**config.mk**
```make
export PLATFORM = sky130hd
export DESIGN_NAME = dm_access
export DESIGN_NICKNAME = d
export VERILOG_FILES = /design/src/rtl/dm_pkg.sv /design/src/rtl/dm_align.sv /design/src/rtl/dm_access.sv
export SDC_FILE = /design/constraint.sdc
export NUM_CORES = 1
export LEC_CHECK = 0
export BUFFER_PORTS_ARGS = -buffer_cell sky130_fd_sc_hd__buf_2
export CORE_UTILIZATION = 50
export DETAILED_ROUTE_END_ITERATION = 16
export PLACE_DENSITY = 0.78
export SLEW_MARGIN = 20
export SYNTH_ARGS = -nofsm -noshare
export SYNTH_HDL_FRONTEND = slang
export SYNTH_SLANG_ARGS = --single-unit
```
**constraint.sdc**
```tcl
create_clock -name clk -period 2.8 [get_ports clk]
set_clock_uncertainty 0.2 [all_clocks]
set_input_delay 0.14 -clock clk [delete_from_list [all_inputs] [get_ports clk]]
set_output_delay 0.14 -clock clk [all_outputs]
set_load 0.01 [all_outputs]
```
**src/rtl/dm_pkg.sv**
```systemverilog
// Shared definitions for the data-memory access unit: DMType encodings, FSM states,
// and the request-reject decode. Optional alignment checking is enabled by DM_MISALIGN_CHK_EN.
package dm_pkg;

  localparam logic [2:0] DM_WORD = 3'b100;
  localparam logic [2:0] DM_HALF = 3'b010;
  localparam logic [2:0] DM_BYTE = 3'b001;

`ifdef DM_MISALIGN_CHK_EN
  localparam bit MISALIGN_CHK = 1'b1;
`else
  localparam bit MISALIGN_CHK = 1'b0;
`endif

  typedef enum logic [1:0] {
    ST_IDLE,
    ST_REQ,
    ST_WAIT,
    ST_RESP
  } state_t;

  typedef struct packed {
    logic        we;
    logic [2:0]  dmtype;
    logic        uns;
    logic [31:0] addr;
    logic [31:0] wdata;
  } req_t;

  // Non-one-hot size codes are always rejected; misalignment only when checking is built in.
  function automatic logic dm_reject(input logic [2:0] dmtype, input logic [1:0] addr_lo);
    logic misaligned;
    misaligned = (dmtype == DM_HALF && addr_lo[0]) || (dmtype == DM_WORD && addr_lo != 2'b00);
    return !(dmtype inside {DM_WORD, DM_HALF, DM_BYTE}) || (MISALIGN_CHK && misaligned);
  endfunction

endpackage

```
**src/rtl/dm_align.sv**
```systemverilog
// Combinational lane steering: byte enables, store-data replication and
// load lane extraction with sign/zero extension.
module dm_align
  import dm_pkg::*;
(
  input  logic [2:0]  dmtype,
  input  logic [1:0]  addr_lo,
  input  logic        uns,
  input  logic [31:0] wdata,
  input  logic [31:0] rdata,
  output logic [3:0]  be,
  output logic [31:0] wdata_rep,
  output logic [31:0] rdata_ext
);

  logic [7:0]  lane8;
  logic [15:0] lane16;

  always_comb begin
    // NOTE: every output gets a default before the case so no path can infer a latch.
    be        = 4'b0000;
    wdata_rep = wdata;
    rdata_ext = '0;
    lane8     = rdata[{addr_lo, 3'b000} +: 8];
    lane16    = addr_lo[1] ? rdata[31:16] : rdata[15:0];
    case (dmtype)
      DM_WORD: begin
        be        = 4'b1111;
        rdata_ext = rdata;
      end
      DM_HALF: begin
        be        = addr_lo[1] ? 4'b1100 : 4'b0011;
        wdata_rep = {2{wdata[15:0]}};
        rdata_ext = {{16{lane16[15] & ~uns}}, lane16};
      end
      DM_BYTE: begin
        be        = 4'b0001 << addr_lo;
        wdata_rep = {4{wdata[7:0]}};
        rdata_ext = {{24{lane8[7] & ~uns}}, lane8};
      end
      default: ;
    endcase
  end

endmodule

```
**src/rtl/dm_access.sv**
```systemverilog
// Load/store unit bridging a core request to a word-wide req/gnt/rvalid memory port.
// Build with DM_MISALIGN_CHK_EN to reject misaligned half/word accesses.
module dm_access
  import dm_pkg::*;
(
  input  logic        clk,
  input  logic        rstn,
  input  logic        req_valid,
  output logic        req_ready,
  input  logic        req_we,
  input  logic [2:0]  req_dmtype,
  input  logic        req_unsigned,
  input  logic [31:0] req_addr,
  input  logic [31:0] req_wdata,
  output logic        resp_valid,
  output logic [31:0] resp_rdata,
  output logic        resp_err,
  output logic        mem_req,
  input  logic        mem_gnt,
  output logic        mem_we,
  output logic [3:0]  mem_be,
  output logic [31:0] mem_addr,
  output logic [31:0] mem_wdata,
  input  logic        mem_rvalid,
  input  logic [31:0] mem_rdata
);

  state_t      state;
  req_t        rq;
  logic [3:0]  be;
  logic [31:0] wdata_rep;
  logic [31:0] rdata_ext;

  dm_align u_align (
    .dmtype    (rq.dmtype),
    .addr_lo   (rq.addr[1:0]),
    .uns       (rq.uns),
    .wdata     (rq.wdata),
    .rdata     (mem_rdata),
    .be        (be),
    .wdata_rep (wdata_rep),
    .rdata_ext (rdata_ext)
  );

  // Memory-side outputs decode straight from registered state, so they hold steady through REQ.
  assign req_ready = (state == ST_IDLE);
  assign mem_req   = (state == ST_REQ);
  assign mem_we    = rq.we;
  assign mem_be    = be;
  assign mem_addr  = {rq.addr[31:2], 2'b00};
  assign mem_wdata = wdata_rep;

  // NOTE: sequential state uses non-blocking assignments so all registers update together.
  always_ff @(posedge clk or negedge rstn) begin
    if (!rstn) begin
      state      <= ST_IDLE;
      rq         <= '0;
      resp_valid <= 1'b0;
      resp_err   <= 1'b0;
      resp_rdata <= '0;
    end else begin
      resp_valid <= 1'b0;
      case (state)
        ST_IDLE: begin
          if (req_valid) begin
            rq <= '{we: req_we, dmtype: req_dmtype, uns: req_unsigned,
                    addr: req_addr, wdata: req_wdata};
            if (dm_reject(req_dmtype, req_addr[1:0])) begin
              state      <= ST_RESP;
              resp_valid <= 1'b1;
              resp_err   <= 1'b1;
              resp_rdata <= '0;
            end else begin
              state <= ST_REQ;
            end
          end
        end
        ST_REQ: begin
          if (mem_gnt) begin
            if (rq.we) begin
              state      <= ST_RESP;
              resp_valid <= 1'b1;
              resp_err   <= 1'b0;
              resp_rdata <= '0;
            end else begin
              state <= ST_WAIT;
            end
          end
        end
        ST_WAIT: begin
          if (mem_rvalid) begin
            state      <= ST_RESP;
            resp_valid <= 1'b1;
            resp_err   <= 1'b0;
            resp_rdata <= rdata_ext;
          end
        end
        ST_RESP: state <= ST_IDLE;
        default: state <= ST_IDLE;
      endcase
    end
  end

endmodule

```
==> metrics <==
status complete, no violations; Psw about 3700 uW; Worst Max-Slew Pin Slew 713 ps; cell count after synthesis approximately 500; Seq/Total Area, Yosys about 45%; WHS Path Cells 4; Sequential cell area roughly 2600 um2; VDD IR-drop max 0.666 mV; Placement Setup Slack 485 ps; final WL between 15,000 and 20,000 um; Clk pin slew, worst setup/hold paths 70 ps; Via density 5.58; DR WL met3 around 1200 um; RSZ-0062 raised after global routing false; min-delay worst type in2reg; Clock Latency Late Sink ~350 ps; drt pass-1 iters 6; uppermost layer routed met4; DRT iter0 DRCs ~340; DRT antenna net count 0; Non-Filler Instances about 900; area grow syn2layout 36.7%; core area between 10,000 and 15,000 um2; initial antenna violation count 0; vias post-DR just over 5,000; fillers about 780; sw frac between 40% and 50%; RD Place Congestion between 0.8 and 0.9; I/O pins 211; register bit total from synthesis between 100 and 150; Final setup viols 0; crit path launch rq[67]; dpl hpwl around 10,000 um; critical path peak fanout 17; pwr/cell area 1100 nW/um2; met2 WL 8860 um; Crit Path Class reg2out; syn avg cell area approximately 12 um2; n_diodes 0; Routed WL per cell about 19 um; vias in the first global route approximately 5,100; max cap viols 0; Rows 39; Starting Density roughly 50%; origin of the worst min-delay path mem_rdata[11]; post-placement cell count between 700 and 800; min Tclk post-route 2610 ps; Die W 110 um; Post-Synthesis Cell Area about 5800 um2; Yosys warnings 0; final setup TNS 0 ps; total gr overflow 0; synth top area cells dfrtp_1 (45%), mux2_2 (15%), o2bb2ai_2 (7.7%), buf_4 (5.7%), a21oi_1 (2.5%); Pwr Total 8720 uW; count of cell types in the netlist 46; CTS tree yes; Synth area leader dfrtp_1; Final period util 93.3%; drt drc 0; worst setup margin between 150 and 200 ps; top cell type's share of synthesized area between 40% and 50%; Max clock buf depth 2; max_slew headroom 52.5%; Worst Reg-to-Reg Cells 5; area occupied by multi-input gates approximately 2700 um2; FF-to-FF setup slack 350 ps; critical path data arrival time about 2300 ps; Hold Path Sink resp_rdata[11]; Sink Count 105; Top FF cell, synth dfrtp_1; combinational power share 53.9%; TritonCTS buffer count 9; H-tree Lvls 3; final hold vios 0; PortBufs approximately 210; fin nets roughly 870; length of routed wiring on met1 between 6000 and 7000 um; P_leak about 0.0038 uW; Post-synth EDFFs 0; Pint between 5000 and 6000 uW; layout cells sized above 1 48.1%; R2R Path End resp_rdata[4]; r2r startpoint rq[67]; largest net degree at the start of global routing 70; first-pass GRT wire length ~26,000 um; crit end category output pin; Root Driver clkbuf_16; ys async rst share 100%; Die H around 110 um; Reg power frac between 30% and 40%; fmax between 300 and 400 MHz; CP required 2460 ps; CP Launch Type flip-flop; clock share of power between 10% and 20%; total die area between 10,000 and 15,000 um2; GRT Resource Usage Total approximately 29%; final slew viol count 0
[cells by family after synthesis]
logic type      share of synthesized area, %
mux                                     17.3
fa+ha+maj                               1.07
other cells                           0.0644
xor+xnor                               0.150
simple gates                            7.87
compound gates                          19.0
buf+inv                                 9.35
flops                                   45.1
[worst max-delay path, cell delays in order (launching register included)]
cell     delay [ps]
dfrtp_1         760
nor2b_1         220
a21oi_1         580
o22ai_1         180
buf_2           180
[per-stage QoR]
stage	util [%]	hold slack (ps)	instance area, um2
5_1_grt	70.0	51.5	7960
3_3_place_gp	59.1	11.8	6710
2_1_floorplan	-	-356	5830
4_1_cts	69.8	34.2	7940
6_report	70.0	49.6	7960
3_5_place_dp	59.1	40.5	6710
[cell type report]
cell class | count | area share, %
tap | 143 | 2.25
inverter | 10 | 0.472
sequential | 105 | 33.0
clock inverter | 2 | 0.157
multi-input combinational | 309 | 33.9
clock buffer | 14 | 3.32
timing repair buffer | 319 | 26.9
[power by group through the flow]
stage / clock, uW / sequential (uW) / combinational [uW]
2_1_floorplan: 0 / 2620 / 3540
3_3_place_gp: 0 / 2740 / 4310
3_5_place_dp: 0 / 2790 / 4460
4_1_cts: 1220 / 2770 / 4610
5_1_grt: 1290 / 2900 / 5100
6_report: 1210 / 2810 / 4700
[cell usage in the layout (no fill, tap or decap), types with 3 or more instances in the layout]
cell type	count
clkbuf_1	3
mux2_1	5
nor2_1	35
nand2b_1	17
clkbuf_16	9
inv_1	10
mux2_2	80
o21ai_0	4
dlygate4sd3_1	95
dfrtp_1	105
buf_4	15
o221a_2	7
mux2i_1	3
nand2_1	27
o2bb2ai_2	30
a21oi_1	29
buf_2	207
a222oi_1	8
o22ai_1	10
a211oi_1	16
ha_1	5
[how the worst max path moves through the flow]
stage / to
floorplan: resp_rdata[0]
global placement: resp_rdata[16]
detailed placement: resp_rdata[15]
CTS: mem_be[2]
global route: mem_be[1]
finish: mem_be[1]
[registers in the layout (all words and copies together), names as in the netlist]
name        flops
mem_addr       30
mem_we          1
resp_err        1
resp_rdata     32
resp_valid      1
rq             38
state           2
[synthesized netlist by cell type (3+ instances only)]
master	number
mux2_2	80
buf_2	3
clkbuf_1	13
a21oi_1	29
o21ai_0	4
buf_1	9
o2bb2ai_2	30
o221a_2	7
a211oi_1	16
ha_1	5
inv_1	10
dfrtp_1	105
mux2_1	5
a222oi_1	8
nor2_1	35
o22ai_1	10
nand2b_1	17
nand2_1	28
mux2i_1	3
buf_4	44
buf_6	7
[layer usage]
layer	track usage (%)	vias up
met2	50.5	224
met3	7.17	29
met4	11.7	0
li1	-	2276
met5	0	-
met1	32.9	2506
[what timing repair did]
item	4_1_cts	5_1_grt
hold buffers	95	0
endpoints found under the setup margin	0	7
hold endpoints to repair	144	0
resized for setup	0	2
buffers inserted	0	0
Note: power is estimated with default switching activity, not from simulation.
